==> config.mk <==
export PLATFORM = sky130hd
export DESIGN_NAME = dmi_req_sequencer
export DESIGN_NICKNAME = d
export VERILOG_FILES = /design/src/rtl/dmi_req_sequencer.sv
export SDC_FILE = /design/constraint.sdc
export NUM_CORES = 1
export LEC_CHECK = 0
export ABC_AREA = 1
export CORE_UTILIZATION = 30
export DETAILED_ROUTE_END_ITERATION = 8
export GPL_ROUTABILITY_DRIVEN = 0
export PLACE_DENSITY_LB_ADDON = 0.08
export SYNTH_ARGS = -nofsm -noshare
export SYNTH_HDL_FRONTEND = slang
export SYNTH_SLANG_ARGS = --single-unit
==> constraint.sdc <==
create_clock -name i_clk -period 4.3 [get_ports i_clk]
set_input_delay 0.86 -clock i_clk [delete_from_list [all_inputs] [get_ports i_clk]]
set_output_delay 0.86 -clock i_clk [all_outputs]
set_load 0.02 [all_outputs]
==> src/rtl/dmi_req_sequencer.sv <==
// Pops DMI request words from the DTM->DM FIFO and runs each one as a single
// register access with a timeout. Every pop produces one response word.
module dmi_req_sequencer #(
  parameter int ABITS          = 7,
  parameter int ADDR_LIMIT     = 'h7F,
  parameter int TIMEOUT_CYCLES = 255
) (
  input  logic               i_clk,
  input  logic               i_rst,
  input  logic               i_req_empty,
  output logic               o_req_ren,
  input  logic [ABITS+33:0]  i_req_data,
  input  logic               i_resp_full,
  output logic               o_resp_wen,
  output logic [ABITS+33:0]  o_resp_data,
  output logic               o_reg_req,
  output logic               o_reg_we,
  output logic [ABITS-1:0]   o_reg_addr,
  output logic [31:0]        o_reg_wdata,
  input  logic               i_reg_ack,
  input  logic [31:0]        i_reg_rdata,
  input  logic               i_reg_err,
  output logic               o_busy
);
  localparam logic [ABITS-1:0] LIMIT   = ABITS'(ADDR_LIMIT);
  localparam logic [16:0]      TMO     = 17'(TIMEOUT_CYCLES);
  localparam logic [1:0]       OP_NOP  = 2'd0;
  localparam logic [1:0]       OP_RD   = 2'd1;
  localparam logic [1:0]       OP_WR   = 2'd2;
  localparam logic [1:0]       ST_OK   = 2'd0;
  localparam logic [1:0]       ST_FAIL = 2'd2;

  typedef enum logic [1:0] {IDLE = 2'd0, ISSUE = 2'd1, RESP = 2'd2} state_t;

  state_t r_state, w_state;

  logic               r_req_ren, w_req_ren;
  logic               r_resp_wen, w_resp_wen;
  logic [ABITS+33:0]  r_resp_data, w_resp_data;
  logic               r_reg_req, w_reg_req;
  logic               r_reg_we, w_reg_we;
  logic [ABITS-1:0]   r_reg_addr, w_reg_addr;
  logic [31:0]        r_reg_wdata, w_reg_wdata;
  logic               r_busy, w_busy;
  logic [31:0]        r_rdata, w_rdata;
  logic [1:0]         r_status, w_status;
  logic [15:0]        r_cnt, w_cnt;
  logic [16:0]        w_cnt_inc;

  logic [ABITS-1:0]   w_in_addr;
  logic [31:0]        w_in_data;
  logic [1:0]         w_in_op;

  assign w_in_addr = i_req_data[ABITS+33:34];
  assign w_in_data = i_req_data[33:2];
  assign w_in_op   = i_req_data[1:0];
  assign w_cnt_inc = {1'b0, r_cnt} + 17'd1;

  always_ff @(posedge i_clk) begin
    if (i_rst) r_state <= IDLE;
    else       r_state <= w_state;
  end

  always_comb begin
    w_state     = r_state;
    w_req_ren   = 1'b0;
    w_resp_wen  = 1'b0;
    w_resp_data = r_resp_data;
    w_reg_req   = r_reg_req;
    w_reg_we    = r_reg_we;
    w_reg_addr  = r_reg_addr;
    w_reg_wdata = r_reg_wdata;
    w_rdata     = r_rdata;
    w_status    = r_status;
    w_cnt       = r_cnt;
    case (r_state)
      IDLE: begin
        if (!i_req_empty) begin
          w_req_ren   = 1'b1;
          w_reg_addr  = w_in_addr;
          w_reg_wdata = w_in_data;
          w_reg_we    = (w_in_op == OP_WR);
          w_rdata     = '0;
          w_cnt       = '0;
          if ((w_in_op == OP_RD || w_in_op == OP_WR) && w_in_addr <= LIMIT) begin
            w_state   = ISSUE;
            w_reg_req = 1'b1;
          end else begin
            w_state  = RESP;
            w_status = (w_in_op == OP_NOP) ? ST_OK : ST_FAIL;
          end
        end
      end
      ISSUE: begin
        // an ack in the cycle the count expires still completes the access
        if (i_reg_ack && r_reg_req) begin
          w_reg_req = 1'b0;
          w_state   = RESP;
          w_cnt     = '0;
          w_rdata   = r_reg_we ? 32'h0 : i_reg_rdata;
          w_status  = i_reg_err ? ST_FAIL : ST_OK;
        end else if (w_cnt_inc >= TMO) begin
          w_reg_req = 1'b0;
          w_state   = RESP;
          w_cnt     = '0;
          w_rdata   = '0;
          w_status  = ST_FAIL;
        end else begin
          w_cnt = w_cnt_inc[15:0];
        end
      end
      RESP: begin
        if (!i_resp_full) begin
          w_resp_wen  = 1'b1;
          w_resp_data = {r_reg_addr, r_rdata, r_status};
          w_state     = IDLE;
        end
      end
      default: w_state = IDLE;
    endcase
    w_busy = (w_state != IDLE);
  end

  always_ff @(posedge i_clk) begin
    if (i_rst) begin
      r_req_ren   <= 1'b0;
      r_resp_wen  <= 1'b0;
      r_resp_data <= '0;
      r_reg_req   <= 1'b0;
      r_reg_we    <= 1'b0;
      r_reg_addr  <= '0;
      r_reg_wdata <= '0;
      r_busy      <= 1'b0;
      r_rdata     <= '0;
      r_status    <= '0;
      r_cnt       <= '0;
    end else begin
      r_req_ren   <= w_req_ren;
      r_resp_wen  <= w_resp_wen;
      r_resp_data <= w_resp_data;
      r_reg_req   <= w_reg_req;
      r_reg_we    <= w_reg_we;
      r_reg_addr  <= w_reg_addr;
      r_reg_wdata <= w_reg_wdata;
      r_busy      <= w_busy;
      r_rdata     <= w_rdata;
      r_status    <= w_status;
      r_cnt       <= w_cnt;
    end
  end

  assign o_req_ren   = r_req_ren;
  assign o_resp_wen  = r_resp_wen;
  assign o_resp_data = r_resp_data;
  assign o_reg_req   = r_reg_req;
  assign o_reg_we    = r_reg_we;
  assign o_reg_addr  = r_reg_addr;
  assign o_reg_wdata = r_reg_wdata;
  assign o_busy      = r_busy;

endmodule

==> flow_metrics.tcl, run 1 <==
set metrics [dict create \
    critPathMaxFanout 44 \
    cts_inserted_buffers 17 \
    ant_nets 0 \
    cts_hold_buf 0 \
    rsz0062_at_grt "false" \
    yosysMostFrequentCell "dfxtp_1" \
    power_density_nw_per_um2 426 \
    viasPerCell 4.65 \
    synth_top_cell_area_share_pct 47.9 \
    cts_sinks 135 \
    synth_cells 686 \
    met3_usage_pct 4.63 \
    synth_top_family_by_area "simple AND/OR/NAND/NOR gates" \
    cp_cell_sequence "clkdlybuf4s50_1, inv_1, nand2_4, clkinv_1, nor2_1, nand2_1, o21ai_0" \
    ys_top_cells_by_area "dfxtp_1 (48%), o21ai_0 (7.9%), nor2_1 (7.1%), nand3_2 (5.7%), nand3_1 (5.0%)" \
    dp_cells 1039 \
    synth_nets 769 \
    switchingPower_mw 0.892 \
    cts.path.max_buffers 2 \
    post-route-period-util_pct 60.0 \
    final_max_slew_viol_count 0 \
    failed_checks "DRC" \
    critical_path_class "primary input to register" \
    period_minus_slack_ps 2580 \
    muxShareOfSynthArea_pct 0 \
    num_antenna_cells 0 \
    yosys.area_share.simple_pct 23.9 \
    cts_tree "built" \
    firstDrtPassIters 8 \
    total_power_mw 3.39 \
    ir_drop_v 0.000280 \
    route.detailed.drc 10 \
    skew_ps 7.79 \
    post_cts_buffers 0 \
    stdcell_area_sq_um 7960 \
    synthFlopType "dfxtp_1" \
    synthArstFlopShare_pct 0 \
    start_util_pct 31.0 \
    cts_resized 0 \
    die_h_um 139 \
    gr-usage-all-layers_pct 16.2 \
    crit_buf_inv 3 \
    grt_use_met1_pct 20.5 \
    htree_num_levels 4 \
    status "finished with violations" \
    syn-cell-area_sq_um 5640 \
    area_growth_pct 41.2 \
    place_area_sq_um 7350 \
    clock_latency_ps 420 \
    grt_pass1_vias 4854 \
    drv_cap 0 \
    yosysTopAreaCell "dfxtp_1" \
    grt-busiest-layer "met2" \
    avgRoutedWirePerCell_um 14.2 \
    crit_path_start_kind "primary input" \
    grt_pass1_wl_mm 24.8 \
    netlist_top_cells_count "dfxtp_1 (135), nor2_1 (106), o21ai_0 (89), inv_1 (66), nand3_1 (56)" \
    dieArea_sq_um 19300 \
    tns_ps 0 \
    cts-root-buf "clkbuf_16" \
    ys_types 32 \
    p_seq_share_pct 40.3 \
    drive_above_1_share_pct 14.8 \
    synth_compound_area_share_pct 17.4 \
    setup_violations 0 \
    synth_edf_count 0 \
    core_sq_um 18200 \
    antenna_found_initial 0 \
    routed_wl_mm 15.2 \
    cp.arrival_ps 2900 \
    nNetsFinal 912 \
    pwr-share-clk_pct 43.8 \
    cpLargestDelayFamily "simple AND/OR/NAND/NOR gates" \
    io_pins 164 \
    dr.first_iter.drc_count 221 \
    synthXorXnorAreaFrac_pct 0.777 \
    vias 4976 \
    worstHoldPathType "register to register" \
    dp_hpwl_mm 10.3 \
    fp.dieW_um 139 \
    endpoint_kind "register" \
    internal_power_mw 2.50 \
    grtUsageMet2_pct 26.1 \
    tightestPinTransition_ps 745 \
    grt_overflow_total 0 \
    cp_data_required_time_ps 4620 \
    layout.cells.non_filler 1071 \
    synth-adder-area-share_pct 0.888 \
    hold_viol 0 \
    fmax_ghz 0.388 \
    yosysWarnings 0 \
    hold_ws_ps 442 \
    switching_share_pct 26.3 \
    maxSlewHeadroom_pct 50.3 \
    yosys_register_bits 135 \
    syn_avg_cell_area_sq_um 8.22 \
    num_rows 49 \
    port_buffers 162 \
    p_leak_nw 2.80 \
    yosysSeqAreaShare_pct 47.9 \
    max_stage_delay_ps 480 \
    clk_pin_slew_worst_paths_ps 60 \
    grt_max_degree 82 \
    pwr-share-comb_pct 15.9 \
    slowest_stage "clkdlybuf4s50_1" \
]
[stage by stage]
step | setup slack, ps | util [%]
after floorplan | 2390 | -
after global placement | 1380 | 40.4
after detailed placement | 1270 | 40.4
after CTS | 1720 | 43.7
after global routing | 1470 | 43.7
final | 1720 | 43.7
[registers in the layout, indices dropped and copies added (netlist names)]
name         cells
r_status         1
r_cnt           16
r_rdata         32
o_reg_addr       7
o_resp_data     40
o_busy           1
o_resp_wen       1
o_req_ren        1
r_state          2
o_reg_we         1
o_reg_req        1
o_reg_wdata     32
[metal layers]
| layer | vias to the layer above | wire length, um |
|---|---|---|
| li1 | 2541 | - |
| met1 | 2306 | 7140 |
| met2 | 113 | 7060 |
| met3 | 16 | 761 |
| met4 | 0 | 240 |
| met5 | - | 0 |
[placed cells by master (no fill, tap or decap), types with 4 or more instances in the layout]
cell type,count
a21oi_1,45
a21oi_2,30
buf_4,8
clkbuf_16,17
clkdlybuf4s50_1,161
clkinv_2,4
dfxtp_1,135
ha_1,4
inv_1,65
nand2_1,38
nand2_2,5
nand3_1,56
nand3_2,32
nand4_1,6
nor2_1,105
nor2_2,6
nor2_4,4
o21ai_0,89
xor2_1,4
[power groups by stage]
stage | clock [mW] | combinational, mW | sequential, mW
2_1_floorplan | 0 | 0.205 | 1.47
3_3_place_gp | 0 | 0.542 | 1.39
3_5_place_dp | 0 | 0.544 | 1.40
4_1_cts | 1.52 | 0.545 | 1.37
5_1_grt | 1.57 | 0.586 | 1.38
6_report | 1.49 | 0.538 | 1.37
[logic make-up after synthesis]
family | count (synthesis)
AO/OA/AOI/OAI | 170
XOR/XNOR | 5
adder cells (fa/ha/maj) | 4
buffers and inverters | 114
flip-flops | 135
other | 1
AND/OR/NAND/NOR | 257
[worst paths after layout]
kind                         from         endpoint  slack [ps]  depth (start not counted)
setup / recovery      i_req_empty         r_cnt[3]        1720                          7
hold / removal    o_resp_data[17]  o_resp_data[17]         440                          2
setup reg to reg         r_cnt[1]           o_busy        1970                         11
hold reg to reg   o_resp_data[17]  o_resp_data[17]         440                          2
[worst register-to-register path, stage by stage, from the launching register on]
cell     delay, ps
dfxtp_1        430
ha_1           290
nand3_2        150
nor2_4         220
nand3_2        110
xor2_1         190
nor2_4         150
nand3_4        100
nand2_8        270
nand3_1        130
nand2_1        100
nand3_1         90
[final cells by class]
type | count | area, sq um
Clock buffer | 20 | 457
Clock inverter | 12 | 151
Fill cell | 1774 | 10200
Inverter | 68 | 255
Multi-Input combinational cell | 437 | 2430
Sequential cell | 135 | 2700
Tap cell | 229 | 287
Timing Repair Buffer | 170 | 1680
Note: power is estimated with default switching activity, not from simulation.
==> run 2, diff against run 1 <==
==> constraint.sdc (replaced) <==
create_clock -name i_clk -period 2.35 [get_ports i_clk]
set_input_delay 0.47 -clock i_clk [delete_from_list [all_inputs] [get_ports i_clk]]
set_output_delay 0.47 -clock i_clk [all_outputs]
set_load 0.02 [all_outputs]
==> flow_metrics.tcl, run 2 (synthesized netlist as in run 1, its figures left out) <==
set metrics [dict create \
    status "finished with violations" \
    failed_checks "DRC" \
    total_power_mw 6.18 \
    period_minus_slack_ps 2150 \
    grt_pass1_vias 4843 \
    firstDrtPassIters 6 \
    slowest_stage "dfxtp_1" \
    grt_max_degree 82 \
    cts-root-buf "clkbuf_16" \
    cp_data_required_time_ps 2620 \
    start_util_pct 31.0 \
    fp.dieW_um 139 \
    hold_viol 0 \
    switching_share_pct 25.9 \
    cts_tree "built" \
    p_leak_nw 2.86 \
    tightestPinTransition_ps 581 \
    dp_cells 1045 \
    grt_pass1_wl_mm 24.2 \
    layout.cells.non_filler 1077 \
    port_buffers 162 \
    avgRoutedWirePerCell_um 14.0 \
    rr_endpoint "r_rdata[2]" \
    r2r_slack_ps 200 \
    routed_wl_mm 15.1 \
    cts_inserted_buffers 17 \
    crit_path_start_kind "register" \
    core_sq_um 18200 \
    io_pins 164 \
    htree_num_levels 4 \
    clk_pin_slew_worst_paths_ps 50 \
    r2r_cells 13 \
    hold_path_depth 2 \
    pre_cts_slack_ps 212 \
    internal_power_mw 4.58 \
    maxSlewHeadroom_pct 61.3 \
    viasPerCell 4.66 \
    cts_hold_buf 0 \
    worstSetupStartpoint "r_cnt[0]" \
    rsz0062_at_grt "false" \
    largest_register_ffs 40 \
    ant_nets 0 \
    pwr-share-clk_pct 43.1 \
    num_antenna_cells 0 \
    critPathMaxFanout 15 \
    num_rows 49 \
    drv_cap 0 \
    place_area_sq_um 7470 \
    endpoint_kind "register" \
    vias 5023 \
    worstHoldPathType "register to register" \
    p_seq_share_pct 40.5 \
    cp.arrival_ps 2430 \
    switchingPower_mw 1.60 \
    nNetsFinal 918 \
    area_growth_pct 43.2 \
    final_common_cell "clkdlybuf4s50_1" \
    fmax_ghz 0.465 \
    die_h_um 139 \
    dieArea_sq_um 19300 \
    power_density_nw_per_um2 766 \
    hold_start "o_resp_data[24]" \
    layout_common_cells "clkdlybuf4s50_1 (161), dfxtp_1 (134), nor2_1 (105)" \
    skew_ps 8.65 \
    antenna_found_initial 0 \
    cts_sinks 135 \
    cp_cell_sequence "inv_1, ha_1, nor2_1, nor2_1, nor2_1, nand3_1, nor2_1, nor2_4, nand3_4, nand2_8, buf_12, nand3_1, a21oi_1" \
    reg2reg_from "r_cnt[0]" \
    stdcell_area_sq_um 8070 \
    gr-usage-all-layers_pct 15.9 \
    max_stage_delay_ps 390 \
    setup_violations 0 \
    pwr-share-comb_pct 16.4 \
    crit_path_frequent_cell "nor2_1" \
    final_max_slew_viol_count 0 \
    drive_above_1_share_pct 15.3 \
    ir_drop_v 0.000491 \
    grt_overflow_total 0 \
    clock_latency_ps 410 \
    tns_ps 0 \
    holdPathEnd "o_resp_data[24]" \
    dr.first_iter.drc_count 208 \
    cts.path.max_buffers 2 \
    fin_ws_ps 198 \
    route.detailed.drc 10 \
    critical_path_class "register to register" \
    post-route-period-util_pct 91.6 \
    dp_hpwl_mm 10.3 \
]
-- run 2: layout make-up --
| class | count | area, sq um |
|---|---|---|
| fill | 1792 | 10100 |
| sequential | 135 | 2700 |
| multi-input combinational | 437 | 2430 |
| timing repair buffer | 176 | 1800 |
| clock buffer | 25 | 505 |
| tap | 229 | 287 |
| inverter | 68 | 255 |
| clock inverter | 7 | 91.3 |
-- run 2: layer usage --
layer	routed length, um	global-route usage, %	vias up
met5	0	0	-
met4	288	6.49	0
met3	897	5.70	20
met2	6900	25.3	133
met1	7020	19.3	2318
li1	-	-	2552
-- run 2: worst max-delay path: cells and delay by family (launching register included) --
family          cells  cell delay, ps
flops               1             390
compound gates      1              60
simple gates        9             900
buf+inv             2             310
fa+ha+maj           1             350
-- run 2: how the worst max path moves through the flow --
stage	end	slack, ps	cells past startpoint
2_1_floorplan	r_rdata[10]	440	13
3_3_place_gp	r_rdata[2]	260	12
3_5_place_dp	r_rdata[2]	210	12
4_1_cts	r_rdata[2]	200	12
5_1_grt	r_cnt[7]	30	13
6_report	r_rdata[2]	200	13
-- run 2: power by group through the flow --
stage | logic (mW) | clock network (mW) | registers [mW]
2_1_floorplan | 0.376 | 0 | 2.69
3_3_place_gp | 1.02 | 0 | 2.55
3_5_place_dp | 1.02 | 0 | 2.55
4_1_cts | 1.02 | 2.74 | 2.50
5_1_grt | 1.10 | 2.84 | 2.52
6_report | 1.01 | 2.66 | 2.50
-- run 2: through the flow --
| stage | hold WS (ps) | util (%) |
|---|---|---|
| after floorplan | 442 | - |
| after detailed placement | 435 | 41.0 |
| after global routing | 457 | 44.3 |
| after CTS | 444 | 44.3 |
| final | 441 | 44.3 |
| after global placement | 432 | 41.0 |
-- run 2: what timing repair did --
| action | CTS | global route |
|---|---|---|
| setup endpoints to repair | 0 | 1 |
| resized for setup | 0 | 1 |
| setup buffers | 0 | 0 |
